--- src/rtl/ram_loader_arbiter.sv ---
// ram_loader_arbiter: shares the single SDRAM Wishbone port between the core
// memory master and the HPS ROM loader halfword stream (clk_sys domain).
// Optional build macro LOADER_PACK_EN: pairs the two halfwords of one word
// into a single 32-bit write; without it every halfword is its own write.
module ram_loader_arbiter #(
   parameter logic [25:0] LOAD_BASE = 26'h400000,
   parameter int unsigned LOAD_AW   = 24
) (
   input  logic        clk_sys,
   input  logic        reset,
   input  logic        ld_active,
   input  logic        ld_wr,
   input  logic [24:0] ld_addr,
   input  logic [15:0] ld_data,
   output logic        ld_wait,
   input  logic        core_stb,
   input  logic        core_we,
   input  logic [3:0]  core_sel,
   input  logic [21:0] core_adr,
   input  logic [31:0] core_dat,
   input  logic [2:0]  core_cti,
   output logic        core_ack,
   output logic        ram_stb,
   output logic        ram_we,
   output logic [3:0]  ram_sel,
   output logic [25:0] ram_adr,
   output logic [31:0] ram_dat,
   output logic [2:0]  ram_cti,
   input  logic        ram_ack
);

   typedef enum logic [1:0] {S_IDLE, S_CORE, S_LDWR} state_t;

   state_t      r_state;
   state_t      w_state_nxt;

   // Pending loader write, fully formed at capture time so LDWR drives registers
   logic        r_pend;
   logic        r_ld_wait;
   logic [25:0] r_wr_adr;
   logic [3:0]  r_wr_sel;
   logic [31:0] r_wr_dat;

   logic [25:0] w_ld_adr;
   logic        w_capture;
   logic        w_ldwr_done;
   logic        w_unused;

   assign w_ld_adr    = LOAD_BASE + {{(26-LOAD_AW){1'b0}}, ld_addr[LOAD_AW-1:2], 2'b00};
   assign w_capture   = ld_active && ld_wr && !r_ld_wait;
   assign w_ldwr_done = (r_state == S_LDWR) && ram_ack;
   assign w_unused    = ^ld_addr;
   assign ld_wait     = r_ld_wait;

   // Arbitration state register
   always_ff @(posedge clk_sys) begin
      if (reset) r_state <= S_IDLE;
      else       r_state <= w_state_nxt;
   end

   // Next-state selection and SDRAM/core port steering
   always_comb begin
      w_state_nxt = r_state;
      ram_stb     = 1'b0;
      ram_we      = 1'b0;
      ram_sel     = '0;
      ram_adr     = '0;
      ram_dat     = '0;
      ram_cti     = '0;
      core_ack    = 1'b0;
      case (r_state)
         S_IDLE: begin
            if (r_pend)                       w_state_nxt = S_LDWR;
            else if (core_stb && !ld_active)  w_state_nxt = S_CORE;
         end
         S_CORE: begin
            ram_stb  = core_stb;
            ram_we   = core_we;
            ram_sel  = core_sel;
            ram_adr  = {2'b00, core_adr, 2'b00};
            ram_dat  = core_dat;
            ram_cti  = core_cti;
            core_ack = ram_ack;
            // Only an incrementing-burst beat keeps the grant; anything else ends it
            if (!core_stb)                             w_state_nxt = S_IDLE;
            else if (ram_ack && core_cti != 3'b010)    w_state_nxt = S_IDLE;
         end
         S_LDWR: begin
            ram_stb = 1'b1;
            ram_we  = 1'b1;
            ram_sel = r_wr_sel;
            ram_adr = r_wr_adr;
            ram_dat = r_wr_dat;
            if (ram_ack) w_state_nxt = S_IDLE;
         end
         default: w_state_nxt = S_IDLE;
      endcase
   end

`ifdef LOADER_PACK_EN
   // Held low halfword waiting for its partner, plus a queued high halfword
   // that must follow a flush when a different word arrives.
   logic        r_held;
   logic [25:0] r_held_adr;
   logic [15:0] r_held_dat;
   logic        r_pend2;
   logic [25:0] r_p2_adr;
   logic [15:0] r_p2_dat;

   // Loader capture, pairing and flush sequencing
   always_ff @(posedge clk_sys) begin
      if (reset) begin
         r_pend     <= 1'b0;
         r_ld_wait  <= 1'b0;
         r_wr_adr   <= '0;
         r_wr_sel   <= '0;
         r_wr_dat   <= '0;
         r_held     <= 1'b0;
         r_held_adr <= '0;
         r_held_dat <= '0;
         r_pend2    <= 1'b0;
         r_p2_adr   <= '0;
         r_p2_dat   <= '0;
      end else if (w_ldwr_done) begin
         if (r_pend2) begin
            r_wr_adr <= r_p2_adr;
            r_wr_sel <= 4'b1100;
            r_wr_dat <= {r_p2_dat, r_p2_dat};
            r_pend2  <= 1'b0;
         end else begin
            r_pend    <= 1'b0;
            r_ld_wait <= 1'b0;
         end
      end else if (r_ld_wait && !r_pend) begin
         // Low half was only held, not written: release back-pressure after one cycle
         r_ld_wait <= 1'b0;
      end else if (!ld_active && r_held && !r_ld_wait) begin
         r_wr_adr  <= r_held_adr;
         r_wr_sel  <= 4'b0011;
         r_wr_dat  <= {r_held_dat, r_held_dat};
         r_pend    <= 1'b1;
         r_ld_wait <= 1'b1;
         r_held    <= 1'b0;
      end else if (w_capture) begin
         r_ld_wait <= 1'b1;
         if (!ld_addr[1]) begin
            r_held     <= 1'b1;
            r_held_adr <= w_ld_adr;
            r_held_dat <= ld_data;
            if (r_held) begin
               r_wr_adr <= r_held_adr;
               r_wr_sel <= 4'b0011;
               r_wr_dat <= {r_held_dat, r_held_dat};
               r_pend   <= 1'b1;
            end
         end else if (r_held && r_held_adr == w_ld_adr) begin
            r_wr_adr <= w_ld_adr;
            r_wr_sel <= 4'b1111;
            r_wr_dat <= {ld_data, r_held_dat};
            r_pend   <= 1'b1;
            r_held   <= 1'b0;
         end else if (r_held) begin
            r_wr_adr <= r_held_adr;
            r_wr_sel <= 4'b0011;
            r_wr_dat <= {r_held_dat, r_held_dat};
            r_pend   <= 1'b1;
            r_pend2  <= 1'b1;
            r_p2_adr <= w_ld_adr;
            r_p2_dat <= ld_data;
            r_held   <= 1'b0;
         end else begin
            r_wr_adr <= w_ld_adr;
            r_wr_sel <= 4'b1100;
            r_wr_dat <= {ld_data, ld_data};
            r_pend   <= 1'b1;
         end
      end
   end
`else
   // Loader capture: one halfword in flight, back-pressure until it is written
   always_ff @(posedge clk_sys) begin
      if (reset) begin
         r_pend    <= 1'b0;
         r_ld_wait <= 1'b0;
         r_wr_adr  <= '0;
         r_wr_sel  <= '0;
         r_wr_dat  <= '0;
      end else if (w_ldwr_done) begin
         r_pend    <= 1'b0;
         r_ld_wait <= 1'b0;
      end else if (w_capture) begin
         r_wr_adr  <= w_ld_adr;
         r_wr_sel  <= ld_addr[1] ? 4'b1100 : 4'b0011;
         r_wr_dat  <= {ld_data, ld_data};
         r_pend    <= 1'b1;
         r_ld_wait <= 1'b1;
      end
   end
`endif

endmodule

--- config.mk ---
export PLATFORM = sky130hd
export DESIGN_NAME = ram_loader_arbiter
export DESIGN_NICKNAME = d
export VERILOG_FILES = /design/src/rtl/ram_loader_arbiter.sv
export SDC_FILE = /design/constraint.sdc
export NUM_CORES = 1
export LEC_CHECK = 0
export BUFFER_PORTS_ARGS = -buffer_cell sky130_fd_sc_hd__buf_2
export CAP_MARGIN = 20
export CORE_UTILIZATION = 45
export CTS_CLUSTER_SIZE = 24
export DETAILED_ROUTE_END_ITERATION = 8
export PLACE_DENSITY = 0.86
export REMOVE_ABC_BUFFERS = 1
export SYNTH_ARGS = -nofsm -noshare
export SYNTH_HDL_FRONTEND = slang
export SYNTH_SLANG_ARGS = --single-unit
export TNS_END_PERCENT = 10
--- constraint.sdc ---
create_clock -name clk_sys -period 3.7 [get_ports clk_sys]
set_clock_uncertainty 0.2 [all_clocks]
set_input_delay 0.555 -clock clk_sys [delete_from_list [all_inputs] [get_ports clk_sys]]
set_output_delay 0.555 -clock clk_sys [all_outputs]
set_load 0.005 [all_outputs]
Word level (Yosys, flattened, before mapping)

Cells that the tools add are included.

Flip-flop bits (word level): 65
Output and inout bits: 69
Word-level logic and storage cells: 38

Add/sub/neg operators: 1
Eq/ne operators: 6
Multiplexer cells: 14
Bitwise logic cells: 1
Reductions and logical operators: 11

Operators with widths:

| cell                                                                     | count |
|---|---|
| 32-bit case mux with 2 select lines                                      | 1 |
| 26-bit case mux with 2 select lines                                      | 1 |
| 23-bit by 24-bit adder with 25-bit output (first input constant)         | 1 |
| 2-bit 2-to-1 mux                                                         | 5 |
| 4-bit case mux with 2 select lines                                       | 1 |
| 3-bit inequality test (second input constant)                            | 2 |
| 2-bit case mux with 3 select lines                                       | 1 |
| 1-bit logical AND                                                        | 5 |
| 4-bit 2-to-1 mux                                                         | 1 |
| 1-bit case mux with 2 select lines                                       | 2 |
| 3-bit 2-to-1 mux                                                         | 1 |
| 3-bit by 2-bit inequality test with 1-bit output (second input constant) | 1 |
| 3-bit AND reduction                                                      | 1 |
| 2-bit by 1-bit == test with 1-bit output (second input constant)         | 1 |
| 2-bit == test (second input constant)                                    | 1 |
| 1-bit logical NOT                                                        | 2 |
| 2-bit logical NOT                                                        | 1 |
| 2-bit inequality test (second input constant)                            | 1 |
| 2-bit AND reduction                                                      | 1 |
| 2-bit OR reduction                                                       | 1 |
| 1-bit 2-to-1 mux                                                         | 1 |
| 1-bit NOT                                                                | 1 |

Logic depth before layout (Yosys ltp)

Depth after elaboration: 5
Mapped depth: 8

Least setup slack after synthesis

No wires, ideal clock.

Kind: register -> output
Start point: register r_state[0]
End point: output ram_dat[0]
Arrival time: 1.205 ns
Setup slack: 1.740 ns
Cell stages (with the launch flop): 7
Path buffers: 2
Path through: dfxtp_1 inv_1 ha_1 buf_6 clkbuf_1 nand2_1 a21boi_0

Word-level cells in the longest chain between the ends: 2
Elaborated cells between the ends (all ways): 3
Classes of those cells: eq/ne: 2; mux: 1

RTL lines:

| what                                                                      | RTL line | RTL |
|---|---|---|
| start, declared                                                           | 34       | `state_t r_state;` |
| start signal, assigned                                                    | 58       | `else r_state <= w_state_nxt;` |
| 2-bit == test or 2-bit by 1-bit == test with 1-bit output (tied branches) | 71       | `case (r_state)` |
| 32-bit case mux with 2 select lines *                                     | 71       |  |
| end, declared                                                             | 27       | `output logic [31:0] ram_dat,` |

Mark *: on every way between the ends. The rest lies on a longest branch, timed or not.

Worst setup path in the final report

Start point: register r_state[1]
End point: output ram_dat[21]

Same word-level chain as after synthesis.

==> flow_summary.yaml <==
worst_setup_path:
  cp_num_buf_inv: 3
  worstSetupPathType: "reg -> out"
  slowest_delay_ps: 640
  startpoint_type: "register"
  r2r_end: "r_wr_adr[13]"
  crit_path_cell_trace: "inv_1 -> ha_2 -> buf_4 -> nand2_1 -> a21boi_0 -> buf_2"
  crit_family: "adder cells"
  r2r-start: "r_state[0]"
  crit_path_max_fanout: 41
  slowest_stage: "ha_2"
  critPathCaptureType: "output port"
  r2r_slack_ps: 1300
  reg2reg_depth: 6
  cp.required_ps: 2940
  arrival_ps: 2120
layout:
  area_growth_pct: 33.8
  nets: 632
  layout_commonest_cell: "buf_2"
  drive_above_1_share_pct: 36.6
  antenna_cells: 0
  most-common-layout-cells: "buf_2, nand2_1, a21oi_1"
  fin_util_pct: 63.0
drt:
  wirelength_um: 7260
  drc: 0
  wire_per_inst_um: 12.3
  dr.pass1.iters: 4
  via_per_inst: 5.09
  drt-initial-drc-count: 108
  via_count: 2996
  ant_nets: 0
clocking:
  cts_root_buffer: "clkbuf_8"
  cts_tree: "yes"
  clkTransAtPathRegs_ps: 70
  cts_resized: 0
  cts-hold-fix-buffers: 0
  cts_sinks: 44
  cts_setup_buffers: 0
  h-tree-depth: 2
  cts_buffer_depth: 2
  clkLatencyLatePin_ps: 280
  cts_buffers: 5
run_status:
  outcome: "finished clean"
grt:
  grtUsageMet1_pct: 23.5
  overflow: 0
  antenna_found_initial: 0
  first_global_vias: 2776
  grt_max_degree: 61
  grtUsageMet2_pct: 46.8
  groute.usage.overall_pct: 23.3
  top_usage_layer: "met2"
  grtUsageMet3_pct: 5.47
  grt_first_pass_wirelength_um: 11600
placed_design:
  place.port_buffers: 172
  place_congestion: 0.751
  place_hpwl_um: 5330
timing:
  slew_headroom_pct: 48.6
  finalSetupViolCount: 0
  final.min_clock_period_ps: 2870
  fmax_mhz: 348
  tns_ps: 0
  tightest_slew_ps: 771
  period_share_pct: 77.7
  slew_violations: 0
  rsz0062_at_grt: "no"
  hold_violations: 0
worst_hold_path:
  whs_path_depth: 2
  hold_start: "r_wr_dat[17]"
  hold_end: "r_wr_dat[17]"
  min_path_type: "reg -> reg"
power:
  power_density_mw_per_mm2: 300
  power.share.sequential_pct: 49.1
  clockPowerShare_pct: 24.7
  p_comb_share_pct: 26.2
  power_switching_uw: 298
  swShare_pct: 28.5
  irDropWorstVdd_v: 0.000188
  internal_power_uw: 749
  p_leak_nw: 1.54
floorplan:
  die_y_um: 78.1
  io_pins: 178
  die_w_um: 78.1
  fp.dieArea_mm2: 0.00611
  start_util_pct: 47.1
  core_mm2: 0.00554
  rows: 27
run:
  max_cap_viol_count: 0
logic_synthesis:
  synth_top_cells_by_area: "dfxtp_1, nand2_1, a21boi_0"
  yosysSeqAreaShare_pct: 33.8
  syn_area_mm2: 0.00261
  ys_warn_count: 0
  synth-seq-cells: 44
  netlist.area_leader.share_pct: 33.8
  synth_top_area_cell: "dfxtp_1"
  synth_area_per_cell_um2: 7.13
  synth_cells: 366
  ys_types: 27
[final cells by class]
type | count | area, µm²
repair buffers | 178 | 906
clock buffers | 5 | 68.8
multi-input cells | 287 | 1530
well taps | 72 | 90.1
fillers | 512 | 2050
inverters | 3 | 11.3
flip-flops and latches | 44 | 881
[power groups by stage]
stage	logic (mW)	registers, mW	clock network [mW]
3_5_place_dp	0.275	0.525	0
4_1_cts	0.276	0.514	0.269
2_1_floorplan	0.152	0.521	0
3_3_place_gp	0.261	0.524	0
6_report	0.274	0.514	0.259
5_1_grt	0.307	0.517	0.290
[state kept, by name, indices dropped and copies added, names as in the netlist]
register and cells:
ld_wait 1, r_state 2, r_wr_adr 23, r_wr_dat 16, r_wr_sel 2
[metrics by stage]
stage	cells	instance area, µm²	worst slack (ps)	total power, mW	hold slack (ps)
final	589	3490	827	1.05	256
after global routing	589	3490	561	1.11	249
after CTS	589	3490	802	1.06	249
after detailed placement	584	3420	1120	0.800	248
after global placement	584	3420	1210	0.785	239
after floorplan	334	2420	967	0.673	226
[how the worst max path moves through the flow]
stage | from | endpoint | cells past startpoint
floorplan | r_state[1] | ram_stb | 4
global placement | r_state[1] | ram_dat[10] | 6
detailed placement | r_state[1] | ram_dat[21] | 6
CTS | r_state[1] | ram_dat[21] | 6
global route | r_state[1] | ram_dat[26] | 6
finish | r_state[1] | ram_dat[21] | 6
[routing by layer]
metal  up-vias  part of all wire (%)
met2       120                    54
met4         0                  0.90
li1       1507                     -
met5         -                     0
met1      1361                    39
met3         8                   6.7
[synthesized netlist by cell type (all sizes together)]
| cell | instances |
|---|---|
| a211o | 1 |
| a211oi | 3 |
| a21boi | 36 |
| a21oi | 45 |
| a22oi | 22 |
| and2 | 5 |
| and2b | 1 |
| buf | 11 |
| clkbuf | 23 |
| conb | 1 |
| dfxtp | 44 |
| ha | 4 |
| inv | 3 |
| nand2 | 134 |
| nand2b | 1 |
| nand3b | 1 |
| nor2 | 1 |
| nor2b | 24 |
| nor3b | 1 |
| o211ai | 1 |
| o21ai | 2 |
| o2bb2ai | 1 |
| or3b | 1 |
[worst reg2reg max path, stage by stage (launching register included)]
cell and delay [ps]:
dfxtp_1 330, inv_1 80, ha_2 490, a211o_1 620, buf_4 360, nand2_1 90
a21oi_1 150
[logic make-up (layout without fill, tap and decap cells)]
family                   after synthesis  after routing  share of synthesized area, %
AND/OR/NAND/NOR                      169            169                          28.0
flip-flops                            44             44                          33.8
other                                  1              3                         0.144
adder cells (fa/ha/maj)                4              4                          1.92
AO/OA/AOI/OAI                        111            111                          28.2
buffers and inverters                 37            186                          7.91
Note: power is estimated with default switching activity, not from simulation.
